--- config.mk ---
export PLATFORM = sky130hd
export DESIGN_NAME = audio_sample_scheduler
export DESIGN_NICKNAME = d
export VERILOG_FILES = /design/src/rtl/audio_sample_scheduler.sv
export SDC_FILE = /design/constraint.sdc
export NUM_CORES = 1
export LEC_CHECK = 0
export BUFFER_PORTS_ARGS = -buffer_cell sky130_fd_sc_hd__buf_2
export CORE_ASPECT_RATIO = 2
export CORE_MARGIN = 4
export CORE_UTILIZATION = 53
export CTS_CLUSTER_DIAMETER = 200
export DETAILED_ROUTE_END_ITERATION = 7
export PLACE_DENSITY = 0.8
export SLEW_MARGIN = 20
export SYNTH_ARGS = -nofsm -noshare
export SYNTH_HDL_FRONTEND = slang
export SYNTH_SLANG_ARGS = --single-unit
--- constraint.sdc ---
create_clock -name clk -period 5.1 [get_ports clk]
set_clock_uncertainty 0.2 [all_clocks]
set_input_delay 0.51 -clock clk [delete_from_list [all_inputs] [get_ports clk]]
set_output_delay 0.51 -clock clk [all_outputs]
set_load 0.01 [all_outputs]
--- src/rtl/audio_sample_scheduler.sv ---
// Sample-period sequencer for the audio path. It strobes the ADC, waits for the
// selected channel's result (or times out), and forwards one word per period to the DAC.
module audio_sample_scheduler #(
    parameter int DATA_W     = 12,
    parameter int SAMPLE_DIV = 450,
    parameter int TIMEOUT    = 256
) (
    input  logic              clk,
    input  logic              reset,
    input  logic [1:0]        select,
    output logic              sample,
    input  logic [DATA_W-1:0] sink_data_0,
    input  logic [DATA_W-1:0] sink_data_1,
    input  logic [DATA_W-1:0] sink_data_2,
    input  logic [DATA_W-1:0] sink_data_3,
    input  logic              sink_valid_0,
    input  logic              sink_valid_1,
    input  logic              sink_valid_2,
    input  logic              sink_valid_3,
    input  logic [1:0]        sink_error_0,
    input  logic [1:0]        sink_error_1,
    input  logic [1:0]        sink_error_2,
    input  logic [1:0]        sink_error_3,
    output logic [DATA_W-1:0] source_data,
    output logic              source_valid,
    output logic [1:0]        source_error,
    output logic [1:0]        active_sel,
    output logic              overrun,
    output logic [7:0]        timeout_count
);

    localparam int CW = 16;
    localparam logic [CW-1:0] DIV_LAST = CW'(SAMPLE_DIV - 1);
    localparam logic [CW-1:0] TO_LAST  = CW'(TIMEOUT - 1);
    localparam logic [1:0]    ERR_TIMEOUT = 2'b10;

    typedef enum logic [1:0] {
        IDLE = 2'd0,
        WAIT = 2'd1,
        EMIT = 2'd2
    } state_t;

    state_t            state_q;
    logic [CW-1:0]     div_q;
    logic [CW-1:0]     div_d;
    logic [CW-1:0]     timer_q;
    logic              sample_q;
    logic [DATA_W-1:0] held_q;
    logic [DATA_W-1:0] data_q;
    logic              valid_q;
    logic [1:0]        err_q;
    logic [1:0]        asel_q;
    logic              ovr_q;
    logic [7:0]        tcnt_q;

    logic              sel_valid;
    logic [DATA_W-1:0] sel_data;
    logic [1:0]        sel_err;

    // Free-running divider; the strobe register is set one cycle ahead so it
    // lines up with divider == SAMPLE_DIV-1.
    always_comb begin
        div_d = (div_q == DIV_LAST) ? '0 : div_q + CW'(1);
    end

    always_comb begin
        sel_valid = 1'b0;
        sel_data  = '0;
        sel_err   = 2'b00;
        case (asel_q)
            2'd0: begin sel_valid = sink_valid_0; sel_data = sink_data_0; sel_err = sink_error_0; end
            2'd1: begin sel_valid = sink_valid_1; sel_data = sink_data_1; sel_err = sink_error_1; end
            2'd2: begin sel_valid = sink_valid_2; sel_data = sink_data_2; sel_err = sink_error_2; end
            default: begin sel_valid = sink_valid_3; sel_data = sink_data_3; sel_err = sink_error_3; end
        endcase
    end

    always_ff @(posedge clk or posedge reset) begin
        if (reset) begin
            state_q  <= IDLE;
            div_q    <= '0;
            timer_q  <= '0;
            sample_q <= 1'b0;
            held_q   <= '0;
            data_q   <= '0;
            valid_q  <= 1'b0;
            err_q    <= 2'b00;
            asel_q   <= 2'd0;
            ovr_q    <= 1'b0;
            tcnt_q   <= 8'd0;
        end else begin
            div_q    <= div_d;
            sample_q <= (div_d == DIV_LAST);
            valid_q  <= 1'b0;
            case (state_q)
                IDLE: begin
                    if (sample_q) begin
                        asel_q  <= select;
                        timer_q <= '0;
                        state_q <= WAIT;
                    end
                end
                WAIT: begin
                    if (sample_q) begin
                        ovr_q <= 1'b1;
                    end
                    // A valid in the final timer cycle still counts as a capture.
                    if (sel_valid) begin
                        data_q  <= sel_data;
                        err_q   <= sel_err;
                        held_q  <= sel_data;
                        valid_q <= 1'b1;
                        state_q <= EMIT;
                    end else if (timer_q == TO_LAST) begin
                        data_q  <= held_q;
                        err_q   <= ERR_TIMEOUT;
                        valid_q <= 1'b1;
                        if (tcnt_q != 8'hFF) begin
                            tcnt_q <= tcnt_q + 8'd1;
                        end
                        state_q <= EMIT;
                    end else begin
                        timer_q <= timer_q + CW'(1);
                    end
                end
                EMIT: begin
                    if (sample_q) begin
                        ovr_q <= 1'b1;
                    end
                    state_q <= IDLE;
                end
                default: state_q <= IDLE;
            endcase
        end
    end

    assign sample        = sample_q;
    assign source_data   = data_q;
    assign source_valid  = valid_q;
    assign source_error  = err_q;
    assign active_sel    = asel_q;
    assign overrun       = ovr_q;
    assign timeout_count = tcnt_q;

endmodule
==> results of run 1 <==
-- synth_stat cells, types with 4 or more instances --
cell type,instances
and3_1,8
mux4_2,14
nor4_1,5
xnor2_1,17
mux2i_1,18
mux2_2,16
clkbuf_1,11
ha_1,6
xor2_1,4
o21ai_0,21
dfrtp_1,73
and2_1,4
a22o_1,4
inv_1,9
nand2_1,41
nand4_1,10
nand3_1,20
a21oi_1,8
nor2_1,20
-- worst max-delay path, cell delays in order, from the launching register on --
cell,delay (ns)
dfrtp_1,0.93
mux4_2,0.88
a41oi_1,0.76
and3_1,0.39
nand3_1,0.14
mux2i_1,0.25
-- cell type report --
type	count	area [um2]
clock buffer	12	246
fill	564	2410
inverter	9	33.8
clock inverter	1	5.00
multi-input combinational	255	1950
tap	90	113
sequential	73	1830
timing repair buffer	91	458
-- registers in the layout (all words and copies together) (netlist names) --
register       count
source_valid       1
source_error       2
state_q            2
sample             1
overrun            1
held_q            12
timeout_count      8
source_data       12
div_q             16
active_sel         2
timer_q           16
-- where the power goes --
part	switching, W	leakage (nW)	internal [W]
logic	0.0000378	1.20	0.0000463
clock network	0.000209	0.124	0.000333
registers	0.00000690	0.944	0.000581
-- metrics by stage --
| step | worst slack [ns] | hold slack [ns] | cell area [um2] |
|---|---|---|---|
| floorplan | 2.54 | 0.245 | 3880 |
| global placement | 1.61 | 0.259 | 4380 |
| detailed placement | 1.50 | 0.256 | 4380 |
| CTS | 1.47 | 0.221 | 4630 |
| global route | 1.22 | 0.223 | 4630 |
| finish | 1.45 | 0.226 | 4630 |
-- path summary, 6_finish.rpt --
path	endpoint	slack, ns
hold / removal	active_sel[0]	0.23
setup / recovery	timer_q[11]	1.45
min in group asynchronous	source_data[9]	0.25
hold reg to reg	overrun	0.28
setup reg to reg	timer_q[11]	1.45
max in group asynchronous	div_q[12]	3.88
-- kinds of logic after synthesis --
| logic type | share of synthesized area (%) |
|---|---|
| mux | 18.1 |
| xor+xnor | 4.74 |
| compound gates | 8.67 |
| flops | 47.1 |
| simple gates | 16.8 |
| buf+inv | 2.71 |
| fa+ha+maj | 1.93 |
-- metal layers --
| metal | wire length [um] | share of wire (%) | vias to the layer above | track usage [%] |
|---|---|---|---|---|
| met5 | 0 | 0 | - | 0 |
| met4 | 259 | 2.9 | 0 | 12.3 |
| met3 | 396 | 4.4 | 22 | 3.90 |
| met2 | 5190 | 58 | 101 | 40.9 |
| met1 | 3160 | 35 | 1513 | 24.2 |
| li1 | - | - | 1464 | - |
==> results.md, run 1 <==
- Avg Cell Area, Syn: between 10 and 15 um2
- Most common cell after layout, fill and taps aside: buf_2
- Leak: 2.27 nW
- Wire per inst: 17.0 um
- Vias in the first global route: 3,301
- Vias per cell: 5.84
- Status: finished, final reports clean
- Setup bufs post-CTS: 0
- Max-slew violation count: 0
- Clock Latency Late Sink: 0.32 ns
- Cell Count, Final, Fillers Out: 531
- Dpl cells: 518
- Initial Utilization: a little under three fifths
- Async S/R FF share, synth: 100%
- DR pass1 iterations: 5
- Die ar.: 8840 um2
- Worst Max-Slew Pin Slew: 0.902 ns
- Reg2Reg Depth: 5
- Drt initial violations: 184
- # Max-Cap Violations: 0
- Chip Height: 129 um
- Post-CTS resize count: 0
- CORE AREA: about 7000 um2
- Startpoint types: register
- Ant diodes: 0
- # port buffers: 90
- H-tree depth: 3
- Headroom to the max-slew limit: 39.9%
- Cell Pwr Density: about 260 nW/um2
- Yosys reg bits: 73
- Final ANT Viol Nets: 0
- IO Pins: between 90 and 100
- Die Wd: 68.5 um
- Post-synthesis sequential area ratio: 47.1%
- Area Growth Syn to Fin: 19.3%
- Syn_nets: 422
- Worst setup EP type: register
- CTS tree: yes
- Mapped Area: 3880 um2
- Crit. Startpoint: active_sel[0]
- Worst hold-check path type: in2reg
- Post-synth EDFFs: 0
- RSZ-0062 raised after global routing: no
- Max VDD drop: 0.218 mV
- Worst path required time: 5.13 ns
- Hold-fix buffers at CTS: 0
- Util after Layout: around 66%
- Final Power: 0.00121 W
- Period minus WS final: approximately 3.7 ns
- Tot GR Track Use: a little under a quarter
- Layout cells sized above 1: a little under a third
- Final setup violation count: 0
- Maximum clock insertion buffer count: 2
- # DRC: 0
- Arrival time of the worst setup path: roughly 3.7 ns
- Yosys warns: 0
- Worst Hold Depth: 2
- Highest clock rate: 274 MHz
- Final nets: 509
- Post-Route WL: ~9000 um
- Row cnt: 43
- Ys flop type: dfrtp_1
- Hold Violations, Final: 0
- Synth cell types: 48
- Synth Instances: 352
- Routability congestion estimate: approximately 0.92
- Crit-path max FO: 18
- Placed wire-length estimate: 6700 um
- Most frequent cells in the layout: 90 x buf_2, 73 x dfrtp_1, 41 x nand2_1
- Area share of the leading cell type in the synthesized netlist: 47.1%
- WS Path Type: reg2reg
- Setup TNS: 0 ns
- Vias post-DR: 3,100
- Worst-path clk slew: 0.05 ns
- Total CTS buffers: 9
- # clock sinks: 73
- Cell taking the most area after synthesis: dfrtp_1
- Hold path startpoint: select[0]
- GRT Residual Overflow: 0
- Largest net degree at the start of global routing: 74
- Origin of the critical flop-to-flop path: active_sel[0]
- Final period utilization: 71.6%
- Initial antenna violation count: 0
- Root Buffer: clkbuf_16
- First-pass GRT wire length: about 15,000 um
- Leading post-synthesis cells by cell area: dfrtp_1 47%, mux4_2 8.1%, mux2i_1 4.6%
Power figures use the tool's default switching activity.
==> run 2: changes to the inputs <==
clock period = 3.65 ns   (was 5.1 ns; I/O delays follow)
==> run 2 against run 1 <==
Sequential cell count unchanged. Wire length increased by 7.7%. Via count increased by 3.4%. Critical path type unchanged. Largest power group is now clock.
==> results.md, run 2 (same netlist as run 1, synthesis figures left out) <==
- Final nets: 515 (+1.2%)
- # port buffers: 90 (unchanged)
- RSZ-0062 raised after global routing: no
- Max VDD drop: 0.275 mV (+26%)
- Design area: 4730 um2 (+2.2%)
- Initial Utilization: 55.1% (unchanged)
- Headroom to the max-slew limit: 40.4% (+0.52 points)
- Wire per inst: 18.0 um (+5.9%)
- CORE AREA: 7050 um2 (unchanged)
- Status: finished, final reports clean
- Crit-path max FO: 18 (unchanged)
- Period minus WS final: 2.65 ns (-1.00 ns)
- Sequential power share: 43.9% (-4.5 points)
- # clock sinks: 73 (unchanged)
- Tot GR Track Use: 24.4% (+1.6 points)
- Chip Height: 129 um (unchanged)
- Layout cells sized above 1: 32.7% (+1.6 points)
- CTS tree: yes
- Initial antenna violation count: 0 (unchanged)
- Ant diodes: 0 (unchanged)
- Root Buffer: clkbuf_16
- Maximum clock insertion buffer count: 2 (unchanged)
- Leak: 2.32 nW (+2.4%)
- Die ar.: 8840 um2 (unchanged)
- Final ANT Viol Nets: 0 (unchanged)
- GRT Residual Overflow: 0 (unchanged)
- Setup bufs post-CTS: 0 (unchanged)
- Hold-fix buffers at CTS: 0 (unchanged)
- Max-slew violation count: 0 (unchanged)
- Number of fillers in the final layout: 537 (-4.8%)
- Area post-placement: 4430 um2 (+1.0%)
- Cell Pwr Density: 392 nW/um2 (+49%)
- DR pass1 iterations: 5 (unchanged)
- Die Wd: 68.5 um (unchanged)
- Crit path largest cell delay: 0.79 ns (-0.14 ns)
- WS Path Type: reg2reg
- Switch Pwr: 0.000408 W (+61%)
- Area Growth Syn to Fin: 21.9%
- Arrival time of the worst setup path: 2.67 ns (-1.01 ns)
- Cell family with the largest share of critical-path delay: multiplexers
- Hold Violations, Final: 0 (unchanged)
- Worst path cell trace: mux4_2 -> nor4_2 -> mux2_2
- Final Power: 0.00185 W (+53%)
- H-tree depth: 3 (unchanged)
- Combinational power share: 7.0% (about the same)
- Worst path required time: 3.68 ns (-1.45 ns)
- Post-CTS resize count: 0 (unchanged)
- Worst Max-Slew Pin Slew: 0.894 ns (-0.00782 ns)
- Highest clock rate: 378 MHz (+38%)
- Post-Route WL: 9700 um (+7.7%)
- Util after Layout: 67.2% (+1.4 points)
- IO Pins: 91 (unchanged)
- Clock Latency Late Sink: 0.34 ns (+0.02 ns)
- Startpoint types: register
- Switching Share: 22.0% (+1.1 points)
- Internal: 0.00145 W (+50%)
- Placed wire-length estimate: 7140 um (+6.6%)
- CP max-delay cell: nor4_2
- Routability congestion estimate: 0.943 (+2.1%)
- Largest regs: div_q: 16 flops, timer_q: 16 flops
- CP Buf/Inv Count: 0 (unchanged)
- Most frequent cells in the layout: 90 x buf_2, 73 x dfrtp_1, 41 x nand2_1
- Drt initial violations: 227 (+23%)
- Row cnt: 43 (unchanged)
- Worst-path clk slew: 0.06 ns (about the same)
- Most common cell after layout, fill and taps aside: buf_2
- Total CTS buffers: 9 (unchanged)
- Final setup violation count: 0 (unchanged)
- Vias per cell: 5.93 (+1.6%)
- Vias post-DR: 3,204 (+3.4%)
- Worst setup EP type: register
- Worst hold-check path type: in2async
- Vias in the first global route: 3,462 (+4.9%)
- Largest net degree at the start of global routing: 74 (unchanged)
- Final period utilization: 72.5% (+0.91 points)
- Setup TNS: 0 ns (unchanged)
- # Max-Cap Violations: 0 (unchanged)
- # DRC: 0 (unchanged)
- First-pass GRT wire length: 15,900 um (+5.3%)
- Clock power share: 49.1% (+4.5 points)
-- run 2: changes by cell type in the layout (fill, tap and decap cells not counted), sizes merged --
cell      previous run  this run
buf                 91        97
clkinv               1         2
clkinvlp             0         1
bufinv               0         1
-- run 2: layout make-up --
| type | count | area [um2] | area share (%) |
|---|---|---|---|
| Clock inverter | 4 | 51.3 | 1.08 |
| Multi-Input combinational cell | 255 | 1950 | 41.2 |
| Inverter | 9 | 33.8 | 0.714 |
| Tap cell | 90 | 113 | 2.38 |
| Timing Repair Buffer | 97 | 503 | 10.6 |
| Clock buffer | 12 | 256 | 5.42 |
| Sequential cell | 73 | 1830 | 38.6 |
-- run 2: worst paths after layout --
check	startpoint	end	slack (ns)	cells past startpoint
setup / recovery	active_sel[0]	timeout_count[1]	1.00	3
hold / removal	reset	source_data[10]	0.08	3
setup reg to reg	active_sel[0]	timeout_count[1]	1.00	3
hold reg to reg	source_data[11]	source_data[11]	0.27	2
max in group asynchronous	reset	div_q[1]	2.57	3
min in group clk	select[1]	active_sel[1]	0.09	2
-- run 2: power by group through the flow --
stage / Sequential [W] / Combinational (W) / Clock (W)
2_1_floorplan: 0.000830 / 0.0000796 / 0
3_3_place_gp: 0.000829 / 0.000128 / 0
3_5_place_dp: 0.000829 / 0.000133 / 0
4_1_cts: 0.000814 / 0.000133 / 0.000916
5_1_grt: 0.000814 / 0.000143 / 0.000957
6_report: 0.000814 / 0.000130 / 0.000910
-- run 2: per-stage QoR --
step | cells | setup slack [ns] | hold WS [ns]
after detailed placement | 524 | 0.977 | 0.265
after global routing | 540 | 0.933 | 0.0865
final | 540 | 1.00 | 0.0840
after CTS | 540 | 1.02 | 0.0863
after global placement | 524 | 1.02 | 0.262
after floorplan | 352 | 1.17 | 0.245
-- run 2: layer usage --
metal  GRT usage [%]  share of wire (%)
met5               0                  0
met4            14.0                4.9
met3            5.55                5.1
met2            43.4                 56
met1            25.0                 34
-- run 2: tightest hold or removal path: stages --
cell and delay (ns):
buf_2 0.10, inv_2 0.03, buf_4 0.67
==> run 3: changes to the inputs <==
CORE_UTILIZATION = 49   (was 53)
PLACE_DENSITY = 0.78   (was 0.8)
clock period = 2.2 ns   (was 3.65 ns; I/O delays follow)
==> run 3 against run 2 <==
The run now ends with setup timing left. Count of clock-buffer cells in the layout decreased by 2. First-iteration DRC count decreased by 11%. Fmax increased by 20%. Register-to-register slack got worse by 1.0 ns. Largest cell class unchanged.
==> results.md, run 3 (same netlist as run 1, synthesis figures left out) <==
- IO Pins: 91 (unchanged)
- Cell family with the largest share of critical-path delay: simple AND/OR/NAND/NOR gates
- Crit-path max FO: 5 (-13)
- Ant diodes: 0 (unchanged)
- Worst-path clk slew: 0.06 ns (about the same)
- Max VDD drop: 0.544 mV (+98%)
- Largest net degree at the start of global routing: 74 (unchanged)
- CP max-delay cell: mux4_2
- Crit path largest cell delay: 0.59 ns (-0.20 ns)
- Headroom to the max-slew limit: 62.8% (+22 points)
- Worst path required time: 2.27 ns (-1.41 ns)
- Number of fillers in the final layout: 609 (+13%)
- Startpoint types: register
- DR pass1 iterations: 4 (-1)
- Final setup violation count: 1 (+1)
- Tot GR Track Use: 23.4% (-1.1 points)
- Vias per cell: 5.95 (+0.20%)
- CTS tree: yes
- Worst hold-check path type: in2reg
- Final hold slack: 0.138 ns (+0.0541 ns)
- Vias post-DR: 3,359 (+4.8%)
- Status: complete, but fails checks
- Final period utilization: 100% (+28 points)
- Setup WS pre-CTS: 0.0235 ns (-0.954 ns)
- # Max-Cap Violations: 0 (unchanged)
- Worst path cell trace: mux4_2 -> or4_4 -> nand2b_4 -> o31ai_2 -> a22o_1
- Clock Latency Late Sink: 0.34 ns (about the same)
- Setup ws final: -0.00478 ns (-1.01 ns)
- # DRC: 0 (unchanged)
- Cell Pwr Density: 654 nW/um2 (+67%)
- RSZ-0062 raised after global routing: yes
- Arrival time of the worst setup path: 2.28 ns (-0.39 ns)
- WS Path Type: reg2reg
- Initial Utilization: 50.7% (-4.4 points)
- Leak: 2.46 nW (+6.0%)
- Hold Violations, Final: 0 (unchanged)
- Chip Height: 134 um (+3.8%)
- GRT Residual Overflow: 0 (unchanged)
- Area post-placement: 4600 um2 (+4.0%)
- Maximum clock insertion buffer count: 2 (unchanged)
- Worst setup EP type: register
- # clock sinks: 73 (unchanged)
- CORE AREA: 7660 um2 (+8.6%)
- Die Wd: 70.9 um (+3.5%)
- Final ANT Viol Nets: 0 (unchanged)
- Post-Route WL: 10,300 um (+6.6%)
- Total CTS buffers: 9 (unchanged)
- Routability congestion estimate: 0.928 (-1.6%)
- Layout cells sized above 1: 36.7% (+4.1 points)
- H-tree depth: 3 (unchanged)
- Util after Layout: 65.6% (-1.6 points)
- Initial antenna violation count: 0 (unchanged)
- Most frequent cells in the layout: 90 x buf_2, 72 x dfrtp_1, 40 x nand2_1
- # port buffers: 90 (unchanged)
- Worst Max-Slew Pin Slew: 0.552 ns (-0.342 ns)
- CP Buf/Inv Count: 0 (unchanged)
- Wire per inst: 18.3 um (+1.9%)
- Root Buffer: clkbuf_16
- Final nets: 536 (+4.1%)
- Final Power: 0.00328 W (+77%)
- Largest regs: div_q: 16 flops, timer_q: 16 flops
- Failing checks: setup timing
- Row cnt: 45 (+4.7%)
- Period minus WS final: 2.20 ns (-0.441 ns)
- First-pass GRT wire length: 17,200 um (+8.1%)
- Placed wire-length estimate: 7440 um (+4.1%)
- Area Growth Syn to Fin: 29.4%
- Drt initial violations: 203 (-11%)
- Design area: 5020 um2 (+6.1%)
- Highest clock rate: 454 MHz (+20%)
- Most common cell after layout, fill and taps aside: buf_2
- Vias in the first global route: 3,655 (+5.6%)
- Die ar.: 9500 um2 (+7.4%)
- Max-slew violation count: 0 (unchanged)
run 3: timing repair:
item / CTS / global route
hold endpoints to repair: 75 / 0
setup endpoints to repair: 4 / 34
resized for setup: 4 / 8
pin swaps: 1 / 0
buffers inserted: 1 / 0
hold buffers: 3 / 0
run 3: layer usage:
metal | wire length (um) | vias to the layer above | global-route usage [%]
li1 | - | 1523 | -
met1 | 3470 | 1659 | 23.1
met2 | 5800 | 132 | 42.0
met3 | 493 | 45 | 5.93
met4 | 581 | 0 | 15.0
met5 | 0 | - | 0
run 3: where the power goes:
part | leakage [nW] | switching [W] | total, W | internal, W
clock | 0.172 | 0.000567 | 0.00170 | 0.00113
combinational | 1.35 | 0.000110 | 0.000234 | 0.000123
sequential | 0.944 | 0.00000431 | 0.00135 | 0.00135
total | 2.46 | 0.000682 | 0.00328 | 0.00260
run 3: final timing paths:
path	slack (ns)	startpoint	cells past startpoint	to
setup / recovery	-0.005	active_sel[0]	5	timer_q[14]
hold / removal	0.14	sink_error_0[1]	3	source_error[1]
setup reg to reg	-0.005	active_sel[0]	5	timer_q[14]
hold reg to reg	0.29	source_data[5]	2	source_data[5]
max in group asynchronous	1.13	reset	4	div_q[0]
min in group asynchronous	0.33	reset	4	timeout_count[3]
run 3: cell type report:
class                   instances  area (um2)  share of cell area (%)
inverters                       9        37.5                   0.747
flip-flops and latches         73        1830                    36.4
multi-input cells             255        2000                    39.8
clock inverters                 6         105                    2.09
well taps                      94         118                    2.34
repair buffers                118         697                    13.9
clock buffers                  10         239                    4.76
run 3: worst reg2reg max path, cell delays in order, from the launching register on:
cell	delay, ns
dfrtp_1	0.38
mux4_2	0.59
or4_4	0.46
nand2b_4	0.16
o31ai_2	0.21
a22o_1	0.15
run 3: per-stage QoR:
| step | setup TNS [ns] | std cells |
|---|---|---|
| 6_report | -0.00478 | 565 |
| 5_1_grt | -0.956 | 565 |
| 4_1_cts | 0 | 565 |
| 3_5_place_dp | 0 | 545 |
| 3_3_place_gp | 0 | 545 |
| 2_1_floorplan | -0.465 | 352 |
